[config.mk]
export PLATFORM = sky130hd
export DESIGN_NAME = shift_frame_ctrl
export DESIGN_NICKNAME = d
export VERILOG_FILES = /design/src/rtl/shift_pkg.sv /design/src/rtl/shift_reg_core.sv /design/src/rtl/shift_frame_ctrl.sv
export SDC_FILE = /design/constraint.sdc
export NUM_CORES = 1
export LEC_CHECK = 0
export ABC_AREA = 1
export CORE_MARGIN = 10
export CORE_UTILIZATION = 50
export DETAILED_ROUTE_END_ITERATION = 6
export GPL_ROUTABILITY_DRIVEN = 0
export GPL_TIMING_DRIVEN = 0
export PLACE_DENSITY = 0.8
export SYNTH_ARGS = -nofsm -noshare
export SYNTH_HDL_FRONTEND = slang
export SYNTH_HIERARCHICAL = 1
export SYNTH_SLANG_ARGS = --single-unit
[constraint.sdc]
create_clock -name clk -period 1.85 [get_ports clk]
set_input_delay 0.4625 -clock clk [delete_from_list [all_inputs] [get_ports clk]]
set_output_delay 0.4625 -clock clk [all_outputs]
set_load 0.05 [all_outputs]
[src/rtl/shift_pkg.sv]
// shift_pkg: state encoding, default parameters and counter width helper for shift_frame_ctrl
package shift_pkg;
  typedef enum logic [1:0] {ST_IDLE, ST_SHIFT, ST_GAP} state_t;
  localparam int DEF_WIDTH = 8;
  localparam int DEF_CLKS_PER_BIT = 1;
  localparam int DEF_GAP = 2;
  function automatic int cw(input int n);
    return n > 1 ? $clog2(n) : 1;
  endfunction
endpackage

[src/rtl/shift_reg_core.sv]
// shift_reg_core: right-shifting zero-fill register with parallel load
module shift_reg_core #(
  parameter int WIDTH = 8
) (
  input  logic             clk,
  input  logic             reset,
  input  logic             load,
  input  logic             shift_en,
  input  logic [WIDTH-1:0] load_data,
  output logic             lsb_out
);
  logic [WIDTH-1:0] q;
  always_ff @(posedge clk or posedge reset)
    if (reset) q <= '0;
    else q <= load ? load_data : shift_en ? q >> 1 : q;
  assign lsb_out = q[0];
endmodule

[src/rtl/shift_frame_ctrl.sv]
// shift_frame_ctrl: load/shift/gap sequencer driving a serial shift register LSB first
module shift_frame_ctrl
  import shift_pkg::*;
#(
  parameter int WIDTH        = DEF_WIDTH,
  parameter int CLKS_PER_BIT = DEF_CLKS_PER_BIT,
  parameter int GAP          = DEF_GAP
) (
  input  logic                     clk,
  input  logic                     reset,
  input  logic                     tx_valid,
  input  logic [WIDTH-1:0]         tx_data,
  output logic                     tx_ready,
  output logic                     ser_out,
  output logic                     ser_busy,
  output logic                     frame_done,
  output logic [$clog2(WIDTH)-1:0] bit_idx
);
  localparam int BW = $clog2(WIDTH);
  localparam int PW = cw(CLKS_PER_BIT);
  localparam int GW = cw(GAP);
  localparam logic [PW-1:0] P_LAST = PW'(CLKS_PER_BIT - 1);
  localparam logic [BW-1:0] B_LAST = BW'(WIDTH - 1);
  localparam logic [GW-1:0] G_LAST = GW'(GAP > 0 ? GAP - 1 : 0);
  state_t state, next;
  logic [PW-1:0] pcnt;
  logic [GW-1:0] gcnt;
  logic hs, tick, eof;
  assign tx_ready = state == ST_IDLE;
  assign ser_busy = state == ST_SHIFT;
  assign hs = tx_valid & tx_ready;
  assign tick = ser_busy && pcnt == P_LAST;
  assign eof = tick && bit_idx == B_LAST;
  always_ff @(posedge clk or posedge reset)
    if (reset) state <= ST_IDLE;
    else state <= next;
  always_comb begin
    next = state;
    next = (state == ST_IDLE)  ? (hs ? ST_SHIFT : ST_IDLE) :
           (state == ST_SHIFT) ? (eof ? (GAP == 0 ? ST_IDLE : ST_GAP) : ST_SHIFT) :
           (gcnt == G_LAST ? ST_IDLE : ST_GAP);
  end
  always_ff @(posedge clk or posedge reset)
    if (reset) begin
      pcnt       <= '0;
      bit_idx    <= '0;
      gcnt       <= '0;
      frame_done <= 1'b0;
    end else begin
      pcnt       <= (ser_busy && !tick) ? pcnt + 1'b1 : '0;
      bit_idx    <= (tick && !eof) ? bit_idx + 1'b1 : (ser_busy && !eof) ? bit_idx : '0;
      gcnt       <= (state == ST_GAP && gcnt != G_LAST) ? gcnt + 1'b1 : '0;
      frame_done <= eof;
    end
  // the register drains to zero after the last bit, so its LSB is ser_out directly
  shift_reg_core #(.WIDTH(WIDTH)) u_core (
    .clk      (clk),
    .reset    (reset),
    .load     (hs),
    .shift_en (tick),
    .load_data(tx_data),
    .lsb_out  (ser_out)
  );
endmodule

==> results.cfg <==
[synthesis]
ys_seq_elements = 16
yosysTopAreaCellShare_pct = 53.3
post-synth-top-count-cell = nand2_1
netlist.top_cell.by_area = dfrtp_1
synth_nets = 97
syn_area_per_cell_sq_um = 8.94
synthTopCellsByArea = dfrtp_1, nand2_1, nand3_1
syn-instance-count = 84
ys_warn_count = 6
ys.flop_type = dfrtp_1
synth-async-reset-ratio_pct = 100
ys_seq_area_share_pct = 53.3
synth_common_cells = nand2_1, dfrtp_1, nand3_1
synth-edff-count = 0
netlist_area_sq_um = 751
synth_cell_types = 19

[timing]
hold_viol = 0
min_period_ps = 1770
max_freq_ghz = 0.564
rsz0062_at_grt = no
slew_violations = 0
finalCritPeriodShare_pct = 95.8
finalSetupViolCount = 0
finalWorstSetupSlack_ps = 77.3
fin_skew_ps = 7.10

[grt]
grt_util_all_layers_pct = 8.78
grt_pass1_vias = 555
grt_max_degree = 11
antenna_found_initial = 0
grt_pass1_wl_um = 2420
overflow = 0

[flow_run]
max_cap_viol_count = 0

[final_layout]
drive_above_1_share_pct = 15.4
diodes = 0
fin_nets = 119
stdcell_area_sq_um = 958
synthToLayoutAreaGrowth_pct = 27.7
instances_no_fill = 119

[setup_path]
critPathArrivalTime_ps = 1310
critPathMaxFanout = 4
cp.required_ps = 1390
crit_type = register to primary output
crit_path_top_delay_cell = dfrtp_1
ff2ff_path_depth = 7
critical_path.max_stage_delay_ps = 420
worstSetupEndpointType = primary output
start_kind = register
crit_chain = inv_2, nand2_1, inv_1, clkdlybuf4s15_2

[clock_tree]
clk_pin_slew_worst_paths_ps = 90
cts_buffers = 3
clockRootBuffer = clkbuf_4
cts_tree = built
clk_latency_ps = 280
clock_path_buffers = 2
cts_setup_buffers = 0
htreeDepth = 1
clock-sinks = 16

[floorplan]
die_y_um = 58.8
start_util_pct = 55.6
core_region_area_sq_um = 1350
pin_count = 18
rows = 13
die_w_um = 58.8
die_area_sq_um = 3450

[drt]
final_antenna_net_count = 0
wl_per_cell_um = 12.2
vias = 589
via_per_inst = 4.95
drtPass1Iterations = 4
drt-total-wl_um = 1450
drc_errors = 0
drt_iter0_drc = 14

[placed_design]
port_buffers = 17
dp_slack_ps = -65.7
hpwl_um = 1140
dpl.cell_count = 116
place_area_sq_um = 940

[hold_path]
min_path_type = primary input to async pin

[power]
power.density_nw_per_um2 = 1440
vdd_ir_drop_max_v = 0.00101
p_leak_nw = 0.513

[run_status]
outcome = completed
metal layers:
layer  global-route usage [%]  wire, um  vias up
met1                     11.4       747      260
met4                     4.92         6        0
li1                         -         -      313
met3                     3.86        75        2
met5                        0         0        -
met2                     11.7       621       14
path summary, 6_finish.rpt:
kind                               startpoint                      end  slack, ps
min in group clk               gcnt$_DFF_PP0_       state[1]$_DFF_PP0_        460
setup reg to reg           state[1]$_DFF_PP0_  u_core/q[6]$_DFFE_PP0P_        590
hold / removal                          reset  u_core/q[1]$_DFFE_PP0P_        450
hold reg to reg                gcnt$_DFF_PP0_       state[1]$_DFF_PP0_        460
setup / recovery           state[1]$_DFF_PP0_                 tx_ready         80
max in group asynchronous               reset  u_core/q[5]$_DFFE_PP0P_       1170
flip-flops by register name (all words and copies together) (netlist names):
signal / count
u_core/q: 8
frame_done: 1
state: 2
pcnt: 1
bit_idx: 3
gcnt: 1
report_power, final:
group,internal (mW),switching (mW),leakage [nW],total [mW]
sequential,0.465,0.0756,0.206,0.541
clock,0.0754,0.0989,0.0138,0.174
combinational,0.219,0.449,0.293,0.668
total,0.760,0.624,0.513,1.38
cells by family (layout without fill, tap and decap cells):
| family | Yosys count | in the layout | synth area share, % |
|---|---|---|---|
| buf+inv | 13 | 33 | 8.00 |
| simple gates | 49 | 49 | 32.3 |
| compound gates | 3 | 3 | 2.50 |
| flops | 16 | 16 | 53.3 |
| other cells | 1 | 1 | 0.500 |
| fa+ha+maj | 2 | 2 | 3.33 |
stage by stage:
stage | setup TNS (ps) | hold WS (ps) | power (mW) | util, %
floorplan | 0 | 278 | 1.04 | -
finish | 0 | 450 | 1.38 | 71.0
global route | 0 | 474 | 1.48 | 71.0
detailed placement | -101 | 442 | 1.25 | 69.6
global placement | -66.3 | 435 | 1.23 | 69.6
CTS | 0 | 448 | 1.40 | 71.0
critical path, delay by kind of cell, from the launching register on:
kind | cells | cell delay, ps
buffers and inverters | 3 | 520
flip-flops | 1 | 420
AND/OR/NAND/NOR | 1 | 90
cells in the final DEF (no fill, tap or decap):
cell type        synthesis  layout
nor2_4                   1       1
o21ai_2                  1       1
inv_1                    7       7
buf_6                    1       1
clkbuf_4                 0       3
dfrtp_1                 16      16
nand2_1                 25      25
dlygate4sd2_1            0       5
ha_1                     2       2
conb_1                   1       1
clkdlybuf4s15_2          0       2
nor2_8                   1       1
o21ai_0                  1       1
nor2_1                   2       2
nand3_1                 14      14
clkdlybuf4s50_1          0      10
buf_4                    1       1
inv_2                    4       4
nand4_1                  3       3
nand3_2                  1       1
nor3_1                   1       1
o21ai_1                  1       1
nor2_2                   1       1
cell type report:
cell class / instances / area (sq um)
tap: 15 / 18.8
inverter: 11 / 41.3
multi-input combinational: 55 / 290
buffer: 2 / 18.8
sequential: 16 / 400
timing repair buffer: 17 / 166
clock buffer: 3 / 22.5
fill: 103 / 392
timing repair:
action | CTS | global route
hold buffers | 0 | 0
setup endpoints to repair | 7 | 0
gates resized for setup | 11 | 0
endpoints found under the hold margin | 0 | 0
Note: power is estimated with default switching activity, not from simulation.
==> RTL edit (config.mk and constraints unchanged) <==
Re-encode `state_t` (3 states) as one-hot, 3 bits wide.
--- a/src/rtl/shift_pkg.sv
+++ b/src/rtl/shift_pkg.sv
@@ -1,6 +1,6 @@
 // shift_pkg: state encoding, default parameters and counter width helper for shift_frame_ctrl
 package shift_pkg;
-  typedef enum logic [1:0] {ST_IDLE, ST_SHIFT, ST_GAP} state_t;
+  typedef enum logic [2:0] {ST_IDLE = 3'b001, ST_SHIFT = 3'b010, ST_GAP = 3'b100} state_t;
   localparam int DEF_WIDTH = 8;
   localparam int DEF_CLKS_PER_BIT = 1;
   localparam int DEF_GAP = 2;
Formal check against the unedited RTL: no difference found for any inputs over 10 cycles, from zero or initial values and one cycle with reset high; not proved beyond that.
==> RTL edit against the unedited design <==
Worst setup slack better by 19 ps. Clock skew down 2.3 ps. Routed wire length is 18% higher. Design area up 5.7%. Sequential power is 7.8% higher. Area after synthesis increased by 6.8%. Sequential cell count is 1 higher. Total power down 15%. Largest power group is now sequential cells. Die area is 4.5% higher.
==> RTL edit: results (changes against the unedited design) <==
Run status
* **outcome** completed, unchanged

Drt
* **vias per cell** 5.189, was 4.950
* **TritonRoute pass-1 iters** 4, unchanged
* **number of DRC markers in iteration 0** 16, was 14
* **wire length per cell** 13.52 um, was 12.19 um

Global route
* **global routing met2 resource utilization** 16.47%, was 11.71%
* **most utilized layer in the global route result** met2, unchanged
* **first-pass GRT wire length** 2760 um, was 2415 um
* **number of global-route vias before repair** 638, was 555
* **global router's overall resource usage** 9.824%, was 8.783%
* **maximum number of pins on one net before global-route repair** 11, unchanged
* **met3 Use GR** 4.025%, was 3.863%
* **GR Layer Usage met1** 11.07%, was 11.38%

Power
* **combinational group power** 0.396 mW, was 0.668 mW
* **IR drop worst, VDD** 0.5749 mV, was 1.007 mV
* **power density cells** 1160 nW/um2, was 1443 nW/um2
* **clock share of power** 16.8%, was 12.6%
* **standby leakage power** 0.5413 nW, was 0.5132 nW
* **Internal Power** 0.7220 mW, was 0.7596 mW

Clocking
* **CTS Root Buffer Type** clkbuf_4, unchanged
* **deepest level of the CTS H-tree** 1, unchanged
* **number of clock buffers inserted by TritonCTS** 3, unchanged
* **clock edge transition at the registers on the reported setup and hold paths** 100 ps
* **maximum number of buffers from clock root to sink** 2, unchanged

Final layout
* **net total in the final layout** 125, was 119
* **leading registers by flop count** u_core/q x8, bit_idx x3, state x3, was u_core/q x8, bit_idx x3, state x2
* **share of layout cells above drive strength 1** 14.41%, was 15.38%
* **ANT cells** 0, unchanged
* **number of flip-flops in the largest register** 8, unchanged

Timing
* **clock tree skew after final layout** 4.810 ps, was 7.100 ps
* **portion of the clock cycle consumed by the worst path in the final layout** 94.81%, was 95.82%

Synth
* **dominant cells by area after synthesis** dfrtp_1 (50%), nand2_1 (12%), nand3_1 (9.4%), was dfrtp_1 (53%), nand2_1 (13%), nand3_1 (9.3%)
* **most common library cells after synthesis** nand2_1 (25), dfrtp_1 (16), nand3_1 (15), inv_1 (10), nand4_1 (4), was nand2_1 (25), dfrtp_1 (16), nand3_1 (14), inv_1 (7), inv_2 (4)
* **sequential cell area fraction in the yosys report** 53.20%, was 53.33%
* **share of synthesized registers carrying an async set or reset** 100.0%, unchanged
* **EDFF count, synth** 0, unchanged
* **Mapped Nets** 103, was 97
* **ys flop type** dfrtp_1, unchanged
* **total number of yosys warnings** 6, unchanged

Worst setup path
* **R2R setup slack** 410 ps, was 590 ps
* **CP Data Arrival Time** 1290 ps, was 1310 ps
* **reg2reg start** state[0], was state[1]
* **kind of critical path** flop to output pin, unchanged

Placement
* **Post-Place Worst Slack** -247.1 ps, was -65.67 ps
* **Post-DP HPWL** 1308 um, was 1136 um

Min path
* **type of the tightest min-delay check** input pin to asynchronous set/reset pin, unchanged

[RTL edit: cells by family after synthesis]
family	after synthesis	synth area share, %
AND/OR/NAND/NOR	52	32.76
buffers and inverters	14	7.957
AO/OA/AOI/OAI	4	2.496
other	1	0.4676
adder cells (fa/ha/maj)	2	3.120
flip-flops	17	53.20
[RTL edit: what timing repair did]
item,in CTS,in global routing
setup endpoints to repair,7,2
pin swaps,0,0
setup buffers,0,0
gates resized for setup,15,3
[RTL edit: layout make-up]
type | instances | area [um2]
Fill cell | 142 | 493.0
Sequential cell | 17 | 426.7
Multi-Input combinational cell | 59 | 316.6
Timing Repair Buffer | 17 | 160.2
Inverter | 12 | 45.04
Clock buffer | 4 | 26.28
Tap cell | 16 | 20.02
Buffer | 2 | 18.77
[RTL edit: critical path: stages, from the launching register on]
cell	delay (ps)
dfstp_2	610
nand3_2	120
inv_1	110
buf_6	160
[RTL edit: through the flow]
step           util, %  instances  area [um2]  hold slack [ps]  setup TNS, ps
3_5_place_dp     65.86        123       992.2            450.5         -360.2
3_3_place_gp     65.86        123       992.2            436.8         -329.0
2_1_floorplan        -         90       802.0            278.2              0
5_1_grt          67.28        127        1013            460.5              0
4_1_cts          67.03        127        1010            446.9              0
6_report         67.28        127        1013            445.1              0
[RTL edit: metal layers]
layer,vias up,share of wire [%]
met4,0,0.52
met5,-,0
met1,316,42
met2,10,53
met3,2,4.9
li1,331,-
[RTL edit: path summary, 6_finish.rpt]
path / endpoint / depth (start not counted)
setup reg to reg: u_core/q[6] / 6
hold reg to reg: gcnt / 1
min in group clk: gcnt / 1
setup / recovery: tx_ready / 3
max in group asynchronous: state[0] / 2
hold / removal: u_core/q[6] / 2
